$ cat src/rtl/adsr_envelope_pkg.sv
// adsr_envelope_pkg
//   Shared constants for the voice datapath: sample width, default
//   envelope resolution and the ADSR state encoding.
//   No ports.
package adsr_envelope_pkg;

   localparam int unsigned SYNTH_WIDTH  = 16;
   localparam int unsigned ENV_BITS_DEF = 16;

   localparam logic [2:0] ST_IDLE    = 3'd0;
   localparam logic [2:0] ST_ATTACK  = 3'd1;
   localparam logic [2:0] ST_DECAY   = 3'd2;
   localparam logic [2:0] ST_SUSTAIN = 3'd3;
   localparam logic [2:0] ST_RELEASE = 3'd4;

   typedef enum logic [2:0] {
      IDLE    = ST_IDLE,
      ATTACK  = ST_ATTACK,
      DECAY   = ST_DECAY,
      SUSTAIN = ST_SUSTAIN,
      RELEASE = ST_RELEASE
   } env_state_t;

endpackage

$ cat src/rtl/adsr_envelope_if.sv
// adsr_envelope_if
//   Bundles the envelope control inputs, the oscillator sample stream and
//   the envelope/VCA outputs of one voice.
//   slave  : envelope side (gate/tick/rates/sample in; val/env/active out)
//   master : controller side (mirror of slave)
interface adsr_envelope_if #(
   parameter int unsigned SYNTH_WIDTH = adsr_envelope_pkg::SYNTH_WIDTH,
   parameter int unsigned ENV_BITS    = adsr_envelope_pkg::ENV_BITS_DEF
);

   logic                          gate_in;
   logic                          tick_in;
   logic [ENV_BITS-1:0]           attack_step_in;
   logic [ENV_BITS-1:0]           decay_step_in;
   logic [ENV_BITS-1:0]           sustain_level_in;
   logic [ENV_BITS-1:0]           release_step_in;
   logic signed [SYNTH_WIDTH-1:0] sample_in;
   logic signed [SYNTH_WIDTH-1:0] val_out;
   logic [ENV_BITS-1:0]           env_out;
   logic                          active_out;

   modport slave (
      input  gate_in, tick_in, attack_step_in, decay_step_in,
             sustain_level_in, release_step_in, sample_in,
      output val_out, env_out, active_out
   );

   modport master (
      output gate_in, tick_in, attack_step_in, decay_step_in,
             sustain_level_in, release_step_in, sample_in,
      input  val_out, env_out, active_out
   );

endinterface

$ cat src/rtl/adsr_envelope_vca.sv
// adsr_envelope_vca
//   Registered signed amplifier: val = floor(sample * gain / 2^GAIN_W).
//   Gain is unsigned and strictly below 1, so the result always fits
//   SAMPLE_W bits. Latency: inputs captured at edge t, val_out at t+2.
//   clk_in, rst_in : clock, synchronous active-high reset
//   sample_in      : signed sample
//   gain_in        : unsigned gain
//   val_out        : scaled signed sample
module adsr_envelope_vca #(
   parameter int unsigned SAMPLE_W = 16,
   parameter int unsigned GAIN_W   = 16
) (
   input  logic                       clk_in,
   input  logic                       rst_in,
   input  logic signed [SAMPLE_W-1:0] sample_in,
   input  logic [GAIN_W-1:0]          gain_in,
   output logic signed [SAMPLE_W-1:0] val_out
);

   localparam int unsigned PW = SAMPLE_W + GAIN_W + 1;

   logic signed [SAMPLE_W-1:0] sample_q;
   logic [GAIN_W-1:0]          gain_q;
   logic signed [PW-1:0]       prod_q;

   always_ff @(posedge clk_in) begin
      if (rst_in) begin
         sample_q <= '0;
         gain_q   <= '0;
         prod_q   <= '0;
         val_out  <= '0;
      end else begin
         sample_q <= sample_in;
         gain_q   <= gain_in;
         // zero-extended gain keeps the multiply signed without flipping sign
         prod_q   <= PW'(sample_q) * PW'($signed({1'b0, gain_q}));
         val_out  <= SAMPLE_W'(prod_q >>> GAIN_W);
      end
   end

endmodule

$ cat src/rtl/adsr_envelope.sv
// adsr_envelope
//   Per-voice ADSR envelope generator feeding a built-in VCA.
//   clk_in, rst_in : clock, synchronous active-high reset
//   bus (slave)    : gate_in, tick_in, attack/decay/release steps,
//                    sustain_level_in, sample_in -> val_out, env_out,
//                    active_out
//   Gate events act every cycle; envelope arithmetic only on tick_in.
module adsr_envelope
   import adsr_envelope_pkg::*;
#(
   parameter int unsigned ENV_BITS = ENV_BITS_DEF
) (
   input  logic           clk_in,
   input  logic           rst_in,
   adsr_envelope_if.slave bus
);

   localparam logic [ENV_BITS-1:0] ENV_MAX = '1;

   env_state_t          state_q, state_d;
   logic [ENV_BITS-1:0] env_q, env_d;
   logic                gate_q;
   logic                active_q;
   logic                rise;
   logic [ENV_BITS:0]   att_sum;
   logic [ENV_BITS:0]   dec_floor;

   always_comb begin
      rise      = bus.gate_in & ~gate_q;
      att_sum   = {1'b0, env_q} + {1'b0, bus.attack_step_in};
      dec_floor = {1'b0, bus.sustain_level_in} + {1'b0, bus.decay_step_in};
      state_d   = state_q;
      env_d     = env_q;

      // gate events take priority over a coincident tick and leave env alone
      if (rise) begin
         state_d = ATTACK;
      end else if (!bus.gate_in &&
                   (state_q inside {ATTACK, DECAY, SUSTAIN})) begin
         state_d = RELEASE;
      end else if (bus.tick_in) begin
         unique case (state_q)
            IDLE: env_d = '0;
            ATTACK: begin
               if (att_sum >= {1'b0, ENV_MAX}) begin
                  env_d   = ENV_MAX;
                  state_d = DECAY;
               end else begin
                  env_d = att_sum[ENV_BITS-1:0];
               end
            end
            DECAY: begin
               // also snaps upward when sustain sits above env
               if ({1'b0, env_q} <= dec_floor) begin
                  env_d   = bus.sustain_level_in;
                  state_d = SUSTAIN;
               end else begin
                  env_d = env_q - bus.decay_step_in;
               end
            end
            SUSTAIN: env_d = bus.sustain_level_in;
            RELEASE: begin
               if (env_q <= bus.release_step_in) begin
                  env_d   = '0;
                  state_d = IDLE;
               end else begin
                  env_d = env_q - bus.release_step_in;
               end
            end
            default: begin
               env_d   = '0;
               state_d = IDLE;
            end
         endcase
      end
   end

   always_ff @(posedge clk_in) begin
      if (rst_in) begin
         state_q  <= IDLE;
         env_q    <= '0;
         gate_q   <= 1'b0;
         active_q <= 1'b0;
      end else begin
         state_q  <= state_d;
         env_q    <= env_d;
         gate_q   <= bus.gate_in;
         active_q <= (state_d != IDLE);
      end
   end

   assign bus.env_out    = env_q;
   assign bus.active_out = active_q;

   adsr_envelope_vca #(
      .SAMPLE_W (SYNTH_WIDTH),
      .GAIN_W   (ENV_BITS)
   ) u_vca (
      .clk_in    (clk_in),
      .rst_in    (rst_in),
      .sample_in (bus.sample_in),
      .gain_in   (env_q),
      .val_out   (bus.val_out)
   );

endmodule

$ cat src/flat_wrapper.sv
// flat-port wrapper written by rule: the top's interface ports become plain ports
module adsr_envelope_flat import adsr_envelope_pkg::*;
#(
   parameter int unsigned ENV_BITS = ENV_BITS_DEF
)
  (clk_in, rst_in, bus_gate_in, bus_tick_in, bus_attack_step_in, bus_decay_step_in, bus_sustain_level_in, bus_release_step_in, bus_sample_in, bus_val_out, bus_env_out, bus_active_out);
  adsr_envelope_if #(.ENV_BITS(ENV_BITS)) bus_i ();
  input  logic clk_in;
  input  logic rst_in;
  input wire logic [$bits(bus_i.gate_in)-1:0] bus_gate_in;
  input wire logic [$bits(bus_i.tick_in)-1:0] bus_tick_in;
  input wire logic [$bits(bus_i.attack_step_in)-1:0] bus_attack_step_in;
  input wire logic [$bits(bus_i.decay_step_in)-1:0] bus_decay_step_in;
  input wire logic [$bits(bus_i.sustain_level_in)-1:0] bus_sustain_level_in;
  input wire logic [$bits(bus_i.release_step_in)-1:0] bus_release_step_in;
  input wire logic [$bits(bus_i.sample_in)-1:0] bus_sample_in;
  output wire logic [$bits(bus_i.val_out)-1:0] bus_val_out;
  output wire logic [$bits(bus_i.env_out)-1:0] bus_env_out;
  output wire logic [$bits(bus_i.active_out)-1:0] bus_active_out;
  assign bus_i.gate_in = bus_gate_in;
  assign bus_i.tick_in = bus_tick_in;
  assign bus_i.attack_step_in = bus_attack_step_in;
  assign bus_i.decay_step_in = bus_decay_step_in;
  assign bus_i.sustain_level_in = bus_sustain_level_in;
  assign bus_i.release_step_in = bus_release_step_in;
  assign bus_i.sample_in = bus_sample_in;
  assign bus_val_out = bus_i.val_out;
  assign bus_env_out = bus_i.env_out;
  assign bus_active_out = bus_i.active_out;
  adsr_envelope #(.ENV_BITS(ENV_BITS)) u_core (.clk_in(clk_in), .rst_in(rst_in), .bus(bus_i));
endmodule
$ cat config.mk
export PLATFORM = sky130hd
export DESIGN_NAME = adsr_envelope_flat
export DESIGN_NICKNAME = d
export VERILOG_FILES = /design/src/rtl/adsr_envelope_pkg.sv /design/src/rtl/adsr_envelope_if.sv /design/src/rtl/adsr_envelope_vca.sv /design/src/rtl/adsr_envelope.sv /design/src/flat_wrapper.sv
export SDC_FILE = /design/constraint.sdc
export NUM_CORES = 1
export LEC_CHECK = 0
export CORE_MARGIN = 2
export CORE_UTILIZATION = 61
export CTS_CLUSTER_SIZE = 40
export DETAILED_ROUTE_END_ITERATION = 8
export DONT_BUFFER_PORTS = 1
export PLACE_DENSITY = 0.76
export SYNTH_ARGS = -nofsm -noshare
export SYNTH_HDL_FRONTEND = slang
export SYNTH_SLANG_ARGS = --single-unit
$ cat constraint.sdc
create_clock -name clk_in -period 6.1 [get_ports clk_in]
set_input_delay 1.22 -clock clk_in [delete_from_list [all_inputs] [get_ports clk_in]]
set_output_delay 1.22 -clock clk_in [all_outputs]
set_load 0.1 [all_outputs]
# Yosys cells after proc, flatten, opt, wreduce, memory -nomap -nowiden
# Index checks and enable logic that the tools add are counted.
# W data, S select, Z words.
[totals]
output_inout_bits = 33
in_bits = 84
reg_bits = 101
elab_cells = 42
[classes]
magnitude_cmp = 3
n_reduce_logical = 7
n_eq_ne = 4
muxes = 11
add_sub_neg = 4
n_mul = 1
bitwise_logic = 4
[op_table]
columns = ["operator", "count"]
rows = [
  ["$pmux W16 S4", 1],
  ["$mux W16", 3],
  ["$add A16 B16 Y17", 2],
  ["$mul A16 B17 Y32", 1],
  ["$sub A16 B16 Y16", 2],
  ["$mux W3", 6],
  ["$ge A17 B16 Y1 const B", 1],
  ["$le A16 B17 Y1", 1],
  ["$le A16 B16 Y1", 1],
  ["$pmux W3 S4", 1],
  ["$eq A3 B2 Y1 const B", 2],
  ["$reduce_bool A3 Y1", 2],
  ["$eq A3 B1 Y1 const B", 1],
  ["$eq A3 B3 Y1 const B", 1],
  ["$logic_not A3 Y1", 1],
  ["$not A1 Y1", 3],
  ["$reduce_and A3 Y1", 1],
  ["$reduce_or A2 Y1", 1],
  ["$and A1 B1 Y1", 1],
  ["$logic_and A1 B1 Y1", 1],
  ["$logic_not A1 Y1", 1],
]

# Logic depth before layout (Yosys ltp)
# Gate-level depths: netlist of the first run.
[logic_depth]
word_depth = 8
depth_mapped = 25
ltp_nobuf = 24

# By module
# From an unflattened synthesis of the first run, not the netlist that was laid out.
[unflattened]
cells_unflattened = 1763
area_unflattened_um2 = 15059.4
[by_module_without_submodules]
columns = ["mod", "area_per_inst_um2", "seq_area_each_um2", "cells_per_inst", "instances"]
rows = [
  ["adsr_envelope_vca", 10273.6, 1281.2, 1128, 1],
  ["adsr_envelope", 4785.8, 420.4, 635, 1],
]

# Worst setup path after synthesis of the first run
# No wires, ideal clock.
[synth_path]
kind = "flip-flop to flip-flop"
start = "reg u_core.u_vca.gain_q[12]"
end = "reg u_core.u_vca.prod_q[26]"
setup_ns = 0.128
slack_ns = 0.020
path_stages_with_launch = 23
period_less_slack_ns = 6.080
arrival_time_ns = 5.952
cell_sequence = "dfxtp_1 -> clkbuf_1 -> nand2_1 -> fa_1 -> fa_1 -> fa_1 -> inv_1 -> fa_1 -> fa_1 -> inv_1 -> fa_1 -> inv_1 -> ha_1 -> a2111oi_0 -> o21ai_0 -> a31oi_1 -> o22ai_1 -> a31o_2 -> nor3_1 -> o21ai_0 -> a21o_1 -> xnor2_1 -> nor2_1"
[synth_via]
elab_chain_len = 1
[synth_rtl]
columns = ["element", "line_no", "source"]
rows = [
  ["start, declared", "adsr_envelope_vca.sv:23", "logic [GAIN_W-1:0] gain_q;"],
  ["start signal, assigned", "adsr_envelope_vca.sv:34", "gain_q <= gain_in;"],
  ["$mul A16 B17 Y32", "adsr_envelope_vca.sv:36", "prod_q <= PW'(sample_q) * PW'($signed({1'b0, gain_q}));"],
  ["end signal, assigned", "adsr_envelope_vca.sv:36", ""],
  ["end, declared", "adsr_envelope_vca.sv:24", "logic signed [PW-1:0] prod_q;"],
]
# No other way between the ends.
# A chain may end at the register's enable or synchronous reset.

# Worst setup path in the final report of the first run
[layout_path]
start = "reg u_core.u_vca.gain_q[9]"
end = "reg u_core.u_vca.prod_q[22]"
# Same word-level chain as after synthesis.

==> metrics.yaml, run 1 <==
drt:
  first_iter_violations: 821
  drtPass1Iterations: 5
  remaining_drc_errors: 0
  vias_per_cell: 5.78
  vias: 11400
  routed_wl_mm: 36.1
  antenna_left: 0
  drt-wirelength-per-cell_um: 18.3
final_layout:
  drive_gt1_share_pct: 9.71
  layout.nets: 2158
  utilization_pct: 68.7
  multiInputGateArea_um2: 11400
  regArea_um2: 1750
  diodes: 0
  syn2layout_area_growth_pct: 10.0
  fillers: 1806
global_routing:
  grt_max_degree: 71
  grt_pass1_wl_mm: 59.4
  grt_antenna_before_repair: 0
  use_met1_pct: 40.5
  overflow: 0
  grt.busiest_layer: "met2"
  grtUsageTotal_pct: 31.0
  grt_use_met3_pct: 5.23
  grt_use_met2_pct: 52.3
  grt_pass1_vias: 12000
clocking:
  cts_sinks: 85
  cts_buffers: 9
  clk_latency_ns: 0.37
  cts_buffer_depth: 2
  path_clk_slew_ns: 0.08
  root_buffer: "clkbuf_16"
  htreeDepth: 3
  cts_tree: "done"
  ctsHoldBuffers: 0
hold_path:
  hold_path.class: "reg -> reg"
  min-delay-start: "u_core.u_vca.prod_q[30]"
timing:
  period_minus_slack_ns: 5.94
  fmax_mhz: 168
  fin_crit_sh_pct: 97.4
  hold_viol_final: 0
  skew_ns: 0.0295
  setup_viol: 0
  tightest_slew_ns: 1.06
  relSlewSlack_pct: 28.7
  drv_slew: 0
setup_path:
  critPathLaunch: "u_core.u_vca.gain_q[9]"
  path_cells: "buf_4 -> and2_1 -> fa_1 -> inv_1 -> fa_1 -> fa_1 -> inv_1 -> fa_1 -> fa_1 -> fa_1 -> ha_2 -> a2111oi_4 -> o21ai_1 -> buf_4 -> a31oi_4 -> o22ai_4 -> nand2b_4 -> a21oi_4 -> nor2b_2 -> o21a_1 -> or3_1 -> nor4b_1"
  cpPeakStageDelay_ns: 0.57
  crit_required_ns: 6.34
  crit_fanout: 11
  cpMostUsedCell: "fa_1"
  worstPathArrival_ns: 6.18
  endpoint_kind: "flip-flop"
  slowest_stage: "fa_1"
  critPathKind: "reg -> reg"
  r2r_start: "u_core.u_vca.gain_q[9]"
  critPathLaunchType: "flip-flop"
synth:
  ys_ff_latch: 85
  seq_area_frac_synth_pct: 12.0
  synth_top_area_cell: "fa_1"
  syn-num-nets: 2105
  async_reset_ff_share_pct: 0
  syn-instance-count: 1631
  synth.distinct_cells: 71
  synth_edf_count: 0
  yosys_most_used_dff: "dfxtp_1"
  syn_avg_cell_area_um2: 8.69
  yosysTopAreaCellShare_pct: 27.8
  syn_area_um2: 14200
  yosys_warnings: 0
  synthTopCellsByArea: "fa_1 (28%), ha_1 (17%), dfxtp_1 (12%), inv_1 (7.3%), and2_1 (5.2%)"
power:
  intPower_mw: 1.05
  combPwrFrac_pct: 22.3
  p_leak_nw: 7.98
  design_power_total_mw: 1.57
  vdd_drop_max_uv: 150
  power_frac_seq_pct: 39.2
  powerDensity_nw_per_um2: 100
  netSwitchingPower_mw: 0.521
  power_frac_clock_pct: 38.5
  switching_share_pct: 33.2
floorplan:
  boundaryPins: 117
  fp-row-count: 55
  core-area_um2: 22700
  die_area_um2: 24500
  die_h_um: 156
  die_w_um: 156
  start_util_pct: 62.4
placed_design:
  gp_congestion: 0.970
  io_buffers: 0
  dp_hpwl_mm: 30.4
flow_run:
  cap_violations: 0
run_status:
  status: "complete, no violations"
## cell usage after synthesis, types with 3 or more instances
library cell / instances
a2111oi_0: 3
a211o_1: 3
a211oi_1: 11
a21o_1: 21
a21oi_1: 59
a221o_1: 4
a222oi_1: 4
a22o_1: 6
a31oi_1: 9
and2_1: 118
and3_1: 11
clkbuf_1: 45
dfxtp_1: 85
fa_1: 197
ha_1: 193
inv_1: 274
mux2i_1: 3
nand2_1: 159
nand2b_1: 25
nand3_1: 13
nand4_1: 12
nor2_1: 75
nor2b_1: 55
nor3_1: 22
nor4_1: 3
o211ai_1: 10
o21a_1: 10
o21ai_0: 68
o21bai_1: 5
o31a_1: 3
o31ai_1: 4
or3_1: 5
xnor2_1: 47
xor2_1: 21
## what timing repair did
item	4_1_cts	5_1_grt
pin swaps	1	24
gates cloned	0	0
endpoints found under the hold margin	0	0
setup endpoints to repair	10	11
resized for setup	11	63
setup buffers	0	11
## cell families after synthesis
logic type | count (synthesis) | share of synthesized area, %
and+or+nand+nor | 513 | 18.5
adders and majority gates | 390 | 44.8
buffers and inverters | 324 | 8.65
AOI/OAI and AO/OA | 248 | 11.6
DFF | 85 | 12.0
xor gates and xnor gates | 68 | 4.20
muxes | 3 | 0.212
## through the flow
step | hold WS, ns | TNS (ns) | instance area (um^2) | cells | setup slack, ns
6_report | 0.441 | 0 | 15600 | 1974 | 0.162
5_1_grt | 0.459 | -0.0438 | 15600 | 1974 | -0.0337
4_1_cts | 0.444 | 0 | 15300 | 1965 | 0.000600
3_5_place_dp | 0.426 | -0.866 | 15000 | 1949 | -0.201
3_3_place_gp | 0.422 | -0.0294 | 15000 | 1949 | -0.0268
2_1_floorplan | 0.414 | 0 | 14200 | 1631 | 0.0203
## critical path, delay by kind of cell, from the launching register on
| family | cells | cell delay, ns |
|---|---|---|
| compound gates | 6 | 0.99 |
| fa+ha+maj | 7 | 3.16 |
| buf+inv | 4 | 0.46 |
| flops | 1 | 0.35 |
| simple gates | 5 | 0.83 |
## registers in the layout, summed over array words and instances (netlist names)
register,count
u_core.bus.active_out,1
u_core.u_vca.prod_q,16
u_core.u_vca.val_out,16
u_core.bus.env_out,16
u_core.u_vca.sample_q,16
u_core.u_vca.gain_q,16
u_core.state_q,3
u_core.gate_q,1
## power by group through the flow
stage          logic (mW)  clock network, mW  registers [mW]
2_1_floorplan       0.253                  0           0.625
3_3_place_gp        0.326                  0           0.630
3_5_place_dp        0.334                  0           0.630
4_1_cts             0.338              0.608           0.618
5_1_grt             0.386              0.629           0.617
6_report            0.349              0.604           0.615
## layer usage
| metal | routed length [um] | vias to the layer above |
|---|---|---|
| met4 | 1080 | 0 |
| met2 | 17200 | 423 |
| met1 | 15000 | 5531 |
| met3 | 2750 | 77 |
| met5 | 0 | - |
| li1 | - | 5376 |
## placed cells by master, fill, tap and decap left out, types with 4 or more instances in the layout
cell type  instances
ha_1             190
fa_1             194
buf_4             77
nand4_1           12
a21o_1            21
o21a_1            10
inv_1            274
dfxtp_2           12
a222oi_1           4
o21bai_1           5
a21oi_2            4
nor2_1            74
a211oi_1          11
nand2b_1          23
nor2b_1           54
o21ai_0           64
a31oi_1            8
clkbuf_16          9
and3_1            11
dfxtp_4           10
a21oi_1           55
buf_6              8
and2_1           117
xor2_1            21
a221o_1            4
o21ai_1            4
nor3_1            21
o211ai_1          10
dfxtp_1           63
or3_1              5
xnor2_1           47
o31ai_1            4
nand2_1          158
a22o_1             6
nand3_1           13
## final cells by class
type,instances,area share (%)
Multi-Input combinational cell,1222,73.1
Sequential cell,85,11.2
Inverter,275,6.62
Timing Repair Buffer,91,4.78
Tap cell,285,2.29
Clock buffer,9,1.44
Clock inverter,7,0.553
## path summary, 6_finish.rpt
check	to	slack, ns	depth (start not counted)
setup / recovery	u_core.u_vca.prod_q[22]	0.16	22
hold / removal	u_core.u_vca.val_out[14]	0.44	1
setup reg to reg	u_core.u_vca.prod_q[22]	0.16	22
hold reg to reg	u_core.u_vca.val_out[14]	0.44	1
Note: power is estimated with default switching activity, not from simulation.
==> run 2, diff against run 1 <==
--- a/config.mk
+++ b/config.mk
@@ -11,6 +11,7 @@
 export DETAILED_ROUTE_END_ITERATION = 8
 export DONT_BUFFER_PORTS = 1
 export PLACE_DENSITY = 0.76
+export SLEW_MARGIN = 20
 export SYNTH_ARGS = -nofsm -noshare
 export SYNTH_HDL_FRONTEND = slang
 export SYNTH_SLANG_ARGS = --single-unit
==> results of run 2 <==
The final DEF is identical to that of run 1; final timing and power are the same.
